## src/rtl/ex_ctrl_pkg.sv

```systemverilog
// Shared types and constants for the execute-stage controller: FSM states,
// condition codes, CPSR flag positions and op-class encodings.
package ex_ctrl_pkg;

  typedef enum logic [2:0] {
    S_IDLE      = 3'd0,
    S_FETCH     = 3'd1,
    S_DECODE    = 3'd2,
    S_EXECUTE   = 3'd3,
    S_WRITEBACK = 3'd4,
    S_HALT      = 3'd5
  } state_e;

  localparam logic [3:0] CC_EQ = 4'b0000;
  localparam logic [3:0] CC_NE = 4'b0001;
  localparam logic [3:0] CC_CS = 4'b0010;
  localparam logic [3:0] CC_CC = 4'b0011;
  localparam logic [3:0] CC_MI = 4'b0100;
  localparam logic [3:0] CC_PL = 4'b0101;
  localparam logic [3:0] CC_VS = 4'b0110;
  localparam logic [3:0] CC_VC = 4'b0111;
  localparam logic [3:0] CC_HI = 4'b1000;
  localparam logic [3:0] CC_LS = 4'b1001;
  localparam logic [3:0] CC_GE = 4'b1010;
  localparam logic [3:0] CC_LT = 4'b1011;
  localparam logic [3:0] CC_GT = 4'b1100;
  localparam logic [3:0] CC_LE = 4'b1101;
  localparam logic [3:0] CC_AL = 4'b1110;
  localparam logic [3:0] CC_NV = 4'b1111;

  localparam int FLAG_N = 3;
  localparam int FLAG_C = 2;
  localparam int FLAG_Z = 1;
  localparam int FLAG_V = 0;

  localparam logic [2:0] OC_B     = 3'b000;
  localparam logic [2:0] OC_BCOND = 3'b001;
  localparam logic [2:0] OC_SYS   = 3'b111;

  function automatic logic [31:0] sext16(input logic [15:0] v);
    return {{16{v[15]}}, v};
  endfunction

endpackage

```

## src/rtl/ex_ctrl_cond.sv

```systemverilog
// Branch condition evaluator: decides whether a conditional branch is taken
// from the 4-bit condition field and the current {N,C,Z,V} flags.
module cond_eval
  import ex_ctrl_pkg::*;
(
  input  logic [3:0] cond,
  input  logic [3:0] flags,
  output logic       take
);

  logic n, c, z, v;
  assign n = flags[FLAG_N];
  assign c = flags[FLAG_C];
  assign z = flags[FLAG_Z];
  assign v = flags[FLAG_V];

  always_comb begin
    take = 1'b0;
    case (cond)
      CC_EQ: take = z;
      CC_NE: take = !z;
      CC_CS: take = c;
      CC_CC: take = !c;
      CC_MI: take = n;
      CC_PL: take = !n;
      CC_VS: take = v;
      CC_VC: take = !v;
      CC_HI: take = c && !z;
      CC_LS: take = !(c && !z);
      CC_GE: take = (n == v);
      CC_LT: take = (n != v);
      CC_GT: take = !z && (n == v);
      CC_LE: take = !(!z && (n == v));
      CC_AL: take = 1'b1;
      CC_NV: take = 1'b0;
      default: take = 1'b0;
    endcase
  end

endmodule

```

## src/rtl/ex_ctrl.sv

```systemverilog
// Multi-cycle fetch/decode/execute/writeback controller: owns the PC, the
// latched instruction and the CPSR, and sequences one instruction at a time.
module ex_ctrl
  import ex_ctrl_pkg::*;
#(
  parameter logic [31:0] PC_RESET = 32'h0000_0000,
  parameter logic [31:0] PC_STEP  = 32'd1
) (
  input  logic        clk,
  input  logic        rst_n,
  input  logic        start,
  output logic        fetch_req,
  input  logic        imem_ready,
  input  logic [31:0] imem_rdata,
  output logic [31:0] instr_q,
  output logic [31:0] pc,
  input  logic        dec_special,
  input  logic [1:0]  dec_first_ld,
  input  logic [2:0]  dec_alu_oc,
  input  logic [3:0]  dec_b_cond,
  input  logic        dec_set_flags,
  input  logic [15:0] dec_offset,
  input  logic [3:0]  ex_flags,
  output logic        w_enable,
  output logic [3:0]  cpsr,
  output logic        branch_taken,
  output logic        halted
);

  state_e      state_q, state_d;
  logic [31:0] pc_q, pc_d;
  logic [31:0] instr_reg_q, instr_d;
  logic [3:0]  cpsr_q, cpsr_d;
  logic        wb_we_q, wb_we_d;
  logic        take_q, take_d;
  logic [15:0] offset_q, offset_d;

  logic is_sys, is_br, cond_take, br_take, wb_we;

  // Decode classification is only meaningful while in EXECUTE.
  assign is_sys = !dec_special && (dec_first_ld != 2'b00) && (dec_alu_oc == OC_SYS);
  assign is_br  = !dec_special && (dec_first_ld != 2'b00) &&
                  ((dec_alu_oc == OC_B) || (dec_alu_oc == OC_BCOND));
  assign wb_we  = dec_special || (dec_first_ld == 2'b00);

  cond_eval u_cond (
    .cond  (dec_b_cond),
    .flags (cpsr_q),
    .take  (cond_take)
  );

  assign br_take = is_br && ((dec_alu_oc == OC_B) || cond_take);

  always_ff @(posedge clk or negedge rst_n) begin
    if (!rst_n) state_q <= S_IDLE;
    else        state_q <= state_d;
  end

  always_comb begin
    state_d = state_q;
    case (state_q)
      S_IDLE:      if (start) state_d = S_FETCH;
      S_FETCH:     if (imem_ready) state_d = S_DECODE;
      S_DECODE:    state_d = S_EXECUTE;
      S_EXECUTE:   state_d = is_sys ? S_HALT : S_WRITEBACK;
      S_WRITEBACK: state_d = S_FETCH;
      S_HALT:      state_d = S_HALT;
      default:     state_d = S_IDLE;
    endcase
  end

  always_comb begin
    fetch_req    = (state_q == S_FETCH);
    w_enable     = (state_q == S_WRITEBACK) && wb_we_q;
    branch_taken = (state_q == S_WRITEBACK) && take_q;
    halted       = (state_q == S_HALT);
  end

  // Branch decision and write strobe are captured at the end of EXECUTE so
  // WRITEBACK does not depend on the decoder holding its outputs.
  always_comb begin
    pc_d     = pc_q;
    instr_d  = instr_reg_q;
    cpsr_d   = cpsr_q;
    wb_we_d  = wb_we_q;
    take_d   = take_q;
    offset_d = offset_q;
    case (state_q)
      S_FETCH: if (imem_ready) instr_d = imem_rdata;
      S_EXECUTE: begin
        wb_we_d  = wb_we;
        take_d   = br_take;
        offset_d = dec_offset;
        if (dec_special && dec_set_flags) cpsr_d = ex_flags;
      end
      S_WRITEBACK: pc_d = take_q ? (pc_q + sext16(offset_q)) : (pc_q + PC_STEP);
      default: ;
    endcase
  end

  always_ff @(posedge clk or negedge rst_n) begin
    if (!rst_n) begin
      pc_q        <= PC_RESET;
      instr_reg_q <= 32'h0;
      cpsr_q      <= 4'b0000;
      wb_we_q     <= 1'b0;
      take_q      <= 1'b0;
      offset_q    <= 16'h0;
    end else begin
      pc_q        <= pc_d;
      instr_reg_q <= instr_d;
      cpsr_q      <= cpsr_d;
      wb_we_q     <= wb_we_d;
      take_q      <= take_d;
      offset_q    <= offset_d;
    end
  end

  assign pc      = pc_q;
  assign instr_q = instr_reg_q;
  assign cpsr    = cpsr_q;

endmodule

```

## config.mk

```make
export PLATFORM = sky130hd
export DESIGN_NAME = ex_ctrl
export DESIGN_NICKNAME = d
export VERILOG_FILES = /design/src/rtl/ex_ctrl_pkg.sv /design/src/rtl/ex_ctrl_cond.sv /design/src/rtl/ex_ctrl.sv
export SDC_FILE = /design/constraint.sdc
export NUM_CORES = 1
export LEC_CHECK = 0
export CORE_MARGIN = 3
export CORE_UTILIZATION = 51
export CTS_BUF_LIST = sky130_fd_sc_hd__clkbuf_8 sky130_fd_sc_hd__clkbuf_16
export DETAILED_ROUTE_END_ITERATION = 12
export PLACE_DENSITY_LB_ADDON = 0.25
export SLEW_MARGIN = 10
export SYNTH_ARGS = -nofsm -noshare
export SYNTH_HDL_FRONTEND = slang
export SYNTH_HIERARCHICAL = 1
export SYNTH_SLANG_ARGS = --single-unit
```

## constraint.sdc

```tcl
create_clock -name clk -period 5.05 [get_ports clk]
set_input_delay 1.515 -clock clk [delete_from_list [all_inputs] [get_ports clk]]
set_output_delay 1.515 -clock clk [all_outputs]
set_load 0.1 [all_outputs]
```

==> results of run 1 <==
[per-layer routing]
| metal | part of all wire | vias to the layer above | global-route usage |
|---|---|---|---|
| li1 | - | 2023 | - |
| met1 | 0.41 | 2025 | 0.280 |
| met5 | 0 | - | 0 |
| met4 | 0.019 | 0 | 0.0759 |
| met2 | 0.49 | 138 | 0.380 |
| met3 | 0.083 | 20 | 0.0716 |
[stage by stage]
step	worst slack (ns)	instance area [um^2]	util	hold slack, ns	std cells
after floorplan	0.749	4990	-	0.466	492
after global placement	1.52	6460	0.689	0.461	738
after detailed placement	1.47	6460	0.689	0.471	738
after CTS	1.14	6700	0.715	0.488	754
after global routing	1.09	6700	0.715	0.523	754
final	1.14	6700	0.715	0.488	754
[logic make-up (layout without fill, tap and decap cells)]
group | count (synthesis) | count (layout) | share of synthesized area
XOR/XNOR | 33 | 33 | 0.0579
adder cells (fa/ha/maj) | 16 | 16 | 0.0416
buffers and inverters | 36 | 169 | 0.0296
multiplexers | 60 | 60 | 0.133
flip-flops | 89 | 89 | 0.446
AO/OA/AOI/OAI | 85 | 85 | 0.113
AND/OR/NAND/NOR | 173 | 173 | 0.179
[registers in the layout (all words and copies together), names as in the netlist]
signal	count
offset_q	16
pc	32
cpsr	4
wb_we_q	1
instr_q	32
take_q	1
state_q	3
[Yosys cell counts (3+ instances only)]
library cell  number  share of area
clkbuf_1          17          0.013
a21o_1             4         0.0060
a31oi_1            4         0.0050
buf_2              3         0.0030
xnor2_1           19          0.033
nor3b_1            5         0.0075
nor2_1            30          0.023
mux2i_1            8          0.016
a211oi_1           6         0.0090
nand2_1           45          0.034
or2_2              3         0.0038
nand2b_1           7         0.0088
buf_1              4         0.0030
inv_1             10         0.0075
o22ai_1            3         0.0038
nor3_1            12          0.012
nand3b_1           3         0.0045
dfrtp_1           89           0.45
nor4_1             8          0.010
xor2_1            14          0.025
nand3_1           16          0.016
or4_1              5         0.0075
ha_1              15          0.038
and2_1            18          0.023
or3_1              4         0.0050
nand4_1            3         0.0038
a21oi_1           18          0.018
nor4b_1            3         0.0053
o211ai_1           7          0.011
nor2b_1            4         0.0050
o21ai_0           23          0.023
mux2_2            52           0.12
[critical path, cell delays in order, from the launching register on]
cell	delay, ns
dfrtp_1	0.48
nor3b_1	0.32
clkdlybuf4s50_1	1.22
[final cells by class]
cell class,count,share of cell area
clock inverter,7,0.0176
timing repair buffer,143,0.211
tap,129,0.0241
clock buffer,9,0.0185
inverter,10,0.00560
multi-input combinational,367,0.391
sequential,89,0.332
[final timing paths]
path / endpoint / slack (ns) / cells past startpoint
setup reg to reg: pc[26]$_DFFE_PN0N_ / 1.62 / 11
max in group asynchronous: instr_q[12]$_DFFE_PN0P_ / 2.98 / 2
min in group asynchronous: offset_q[9]$_DFFE_PN0P_ / 1.26 / 1
setup / recovery: fetch_req / 1.14 / 2
hold / removal: pc[31]$_DFFE_PN0N_ / 0.49 / 1
hold reg to reg: pc[31]$_DFFE_PN0N_ / 0.49 / 1
==> results.yml, run 1 <==
critical_path:
  cp.arrival_ns: 2.39
  crit_path_start: "state_q[0]$_DFFE_PN0P_"
  required_ns: 3.54
  r2r_start: "take_q$_DFFE_PN0P_"
  worst_setup_path_end_kind: "primary output"
  worst_setup_path_start_kind: "register"
  cp_max_fo: 9
  criticalPathCategory: "reg2out"
logic_synthesis:
  yosysSeqAreaShare: 0.446
  syn_inst: 492
  synthFlopType: "dfrtp_1"
  ys.warnings.count: 6
  synth_edf_count: 0
  syn-cell-area_um2: 4990
  syn_nets: 575
  synthArstFlopShare: 1.00
  synth_area_per_cell_um2: 10.2
  ys_types: 57
  ys_seq_elements: 89
routing:
  wl_per_cell_um: 16.2
  drt_first_pass_iters: 6
  drc: 0
  vias: 4206
  wl_mm: 12.2
  postRouteAntennaNets: 0
  drt-initial-drc-count: 143
  viasPerCell: 5.58
timing:
  fmax_mhz: 256
  rsz0062_at_grt: "no"
  maxSlewHeadroom: 0.319
  fin_crit_sh: 0.774
  worst_pin_slew_ns: 1.02
  slew_viol_final: 0
  period_needed_ns: 3.91
  fin_skew_ns: 0.00714
  final.setup.tns_ns: 0
  setup_violations: 0
  hold_viol_final: 0
grt:
  grt.total_usage: 0.228
  grt_pass1_wl_mm: 20.7
  grt_pass1_vias: 4360
  overflow: 0
  antenna_found_initial: 0
  grt_max_degree: 70
layout:
  drive_gt1_frac: 0.133
  nets: 703
  layout.area.seq_um2: 2230
  area_delta_synth_final_pct: 34.1
  insertedDiodeCount: 0
  multiInputGateArea_um2: 2620
  layout_common_cells: "clkdlybuf4s50_1 (135), dfrtp_1 (89), mux2_2 (52)"
  fillers: 734
  final_common_cell: "clkdlybuf4s50_1"
clock_tree:
  cts_tree: "yes"
  cts_root_buf: "clkbuf_8"
  htreeDepth: 3
  cts.clk_slew.worst_paths_ns: 0.09
  ctsHoldBuffers: 0
  clock_path_buffers: 2
  insertion_delay_ns: 0.36
  cts_resized: 0
  cts_buffers: 9
  post-cts-setup-buffers: 0
  cts.sinks: 89
floorplanning:
  start_util: 0.533
  core_um2: 9370
  die_x_um: 105
  die-area_um2: 11000
  fp.dieH_um: 105
  num_rows: 35
  ios: 139
flow_run:
  maxCapViolCount: 0
place:
  io_buffers: 138
  gp_congestion: 0.839
  dp_hpwl_mm: 8.97
hold_path:
  min_path_type: "reg2reg"
  hp-start: "pc[31]$_DFFE_PN0N_"
run_status:
  status: "finished, final reports clean"
Power of run 1 is left out: the tool's default activity adds up to more than one toggle a clock period on the data nets, which glitch-free logic cannot reach.
==> inputs of run 2 (changes only) <==
--- a/config.mk
+++ b/config.mk
@@ -6,7 +6,7 @@
 export NUM_CORES = 1
 export LEC_CHECK = 0
 export CORE_MARGIN = 3
-export CORE_UTILIZATION = 51
+export CORE_UTILIZATION = 49
 export CTS_BUF_LIST = sky130_fd_sc_hd__clkbuf_8 sky130_fd_sc_hd__clkbuf_16
 export DETAILED_ROUTE_END_ITERATION = 12
 export PLACE_DENSITY_LB_ADDON = 0.25
==> constraint.sdc (replaced) <==
create_clock -name clk -period 3.97 [get_ports clk]
set_input_delay 1.191 -clock clk [delete_from_list [all_inputs] [get_ports clk]]
set_output_delay 1.191 -clock clk [all_outputs]
set_load 0.1 [all_outputs]
==> run 2 against run 1 <==
Compared with the run above:
- first-iteration DRC count up 24%
- die area up 3.8%
- clock skew up 0.0041 ns
- worst setup slack worse by 0.42 ns
- cell area down 1.2%
- final cell count up 0.80%
- non-clock buffer count up 2
- worst hold slack worse by 0.0036 ns
- routed wire length down 0.16%
- utilization down 4.4 points
- flip-flop and latch count unchanged
- critical endpoint is now pc[29]$_DFFE_PN0N_
- highest routed layer unchanged
==> results.yml, run 2 (same netlist as run 1, synthesis figures left out) <==
critical_path:
  regToRegSetupSlack_ns: 0.72
  criticalPathCategory: "reg2reg"
  required_ns: 4.26
  cp_max_fo: 11
  r2r_start: "take_q$_DFFE_PN0P_"
  cp.arrival_ns: 3.54
  r2r_end: "pc[29]$_DFFE_PN0N_"
  rr_worst_depth: 11
  worst_setup_path_start_kind: "register"
  worst_setup_path_end_kind: "register"
hold_path:
  min_to: "pc[31]$_DFFE_PN0N_"
  hold_depth: 1
  min_path_type: "reg2reg"
  hp-start: "pc[31]$_DFFE_PN0N_"
place:
  gp_congestion: 0.895
  io_buffers: 138
  dp_cells: 744
  dp_hpwl_mm: 9.07
  placed_area_um2: 6420
clock_tree:
  ctsHoldBuffers: 0
  insertion_delay_ns: 0.37
  clock_path_buffers: 2
  cts.sinks: 89
  cts.clk_slew.worst_paths_ns: 0.09
  cts_root_buf: "clkbuf_8"
  htreeDepth: 3
  post-cts-setup-buffers: 0
  cts_tree: "yes"
  cts_buffers: 9
  cts_resized: 0
timing:
  worst_pin_slew_ns: 1.02
  maxSlewHeadroom: 0.321
  fmax_mhz: 308
  final.setup.tns_ns: 0
  hold_viol_final: 0
  slew_viol_final: 0
  rsz0062_at_grt: "no"
  period_needed_ns: 3.25
  fin_crit_sh: 0.817
  fin_skew_ns: 0.0112
  setup_violations: 0
floorplanning:
  die-area_um2: 11400
  ios: 139
  core_um2: 9860
  start_util: 0.506
  fp.dieH_um: 107
  die_x_um: 107
  num_rows: 36
layout:
  layout_common_cells: "clkdlybuf4s50_1 (110), dfrtp_1 (89), mux2_2 (52)"
  fillers: 771
  layoutNonFillerInstCount: 760
  final_common_cell: "clkdlybuf4s50_1"
  layout.area.seq_um2: 2230
  area_delta_synth_final_pct: 32.6
  multiInputGateArea_um2: 2630
  finalInstanceArea_um2: 6620
  drive_gt1_frac: 0.177
  nets: 705
  insertedDiodeCount: 0
routing:
  viasPerCell: 5.60
  wl_mm: 12.2
  vias: 4255
  wl_per_cell_um: 16.0
  postRouteAntennaNets: 0
  drc: 0
  drt-initial-drc-count: 177
  drt_first_pass_iters: 7
grt:
  grt_pass1_vias: 4348
  antenna_found_initial: 0
  grt_pass1_wl_mm: 20.4
  grt.total_usage: 0.223
  overflow: 0
  grt_max_degree: 52
run_status:
  status: "finished, final reports clean"
flow_run:
  maxCapViolCount: 0
run 2: cell count changes in the layout (fill, tap and decap cells not counted), sizes merged:
cell,change
buf,+27
clkinvlp,+1
bufinv,-2
inv,+1
clkdlybuf4s50,-25
run 2: area by class of cell:
cell class,count,share of cell area
Multi-Input combinational cell,367,0.396
Sequential cell,89,0.336
Timing Repair Buffer,145,0.206
Tap cell,133,0.0251
Clock buffer,9,0.0187
Clock inverter,7,0.0117
Inverter,10,0.00567
run 2: through the flow:
step	hold slack (ns)	util	setup slack (ns)
after floorplan	0.471	-	0.463
after global placement	0.462	0.651	0.760
after detailed placement	0.467	0.651	0.666
after CTS	0.487	0.671	0.744
after global routing	0.502	0.671	0.433
final	0.484	0.671	0.725
run 2: layer usage:
| layer | routed length, um | share of wire | global-route usage |
|---|---|---|---|
| met4 | 227 | 0.019 | 0.0776 |
| met3 | 1110 | 0.091 | 0.0722 |
| met1 | 4970 | 0.41 | 0.283 |
| met5 | 0 | 0 | 0 |
| met2 | 5860 | 0.48 | 0.361 |
run 2: worst max-delay path, cell delays in order, from the launching register on:
cell and delay, ns:
dfrtp_1 0.48, buf_4 0.21, and2_1 0.14, ha_1 0.36, nand4_1 0.22, o21ai_0 0.20
o21ai_0 0.15, a31oi_1 0.46, o21bai_1 0.20, a211oi_1 0.34, mux2i_1 0.25, xor2_1 0.17
run 2: how the worst max path moves through the flow:
| stage | start | end | cells after the start | slack [ns] |
|---|---|---|---|---|
| global placement | dec_b_cond[3] | take_q$_DFFE_PN0P_ | 9 | 0.76 |
| floorplan | state_q[0]$_DFFE_PN0P_ | w_enable | 5 | 0.46 |
| global route | take_q$_DFFE_PN0P_ | pc[29]$_DFFE_PN0N_ | 11 | 0.43 |
| finish | take_q$_DFFE_PN0P_ | pc[29]$_DFFE_PN0N_ | 11 | 0.72 |
| detailed placement | dec_b_cond[3] | take_q$_DFFE_PN0P_ | 9 | 0.67 |
| CTS | take_q$_DFFE_PN0P_ | pc[28]$_DFFE_PN0N_ | 11 | 0.74 |
Power of run 2 is left out for the same reason.
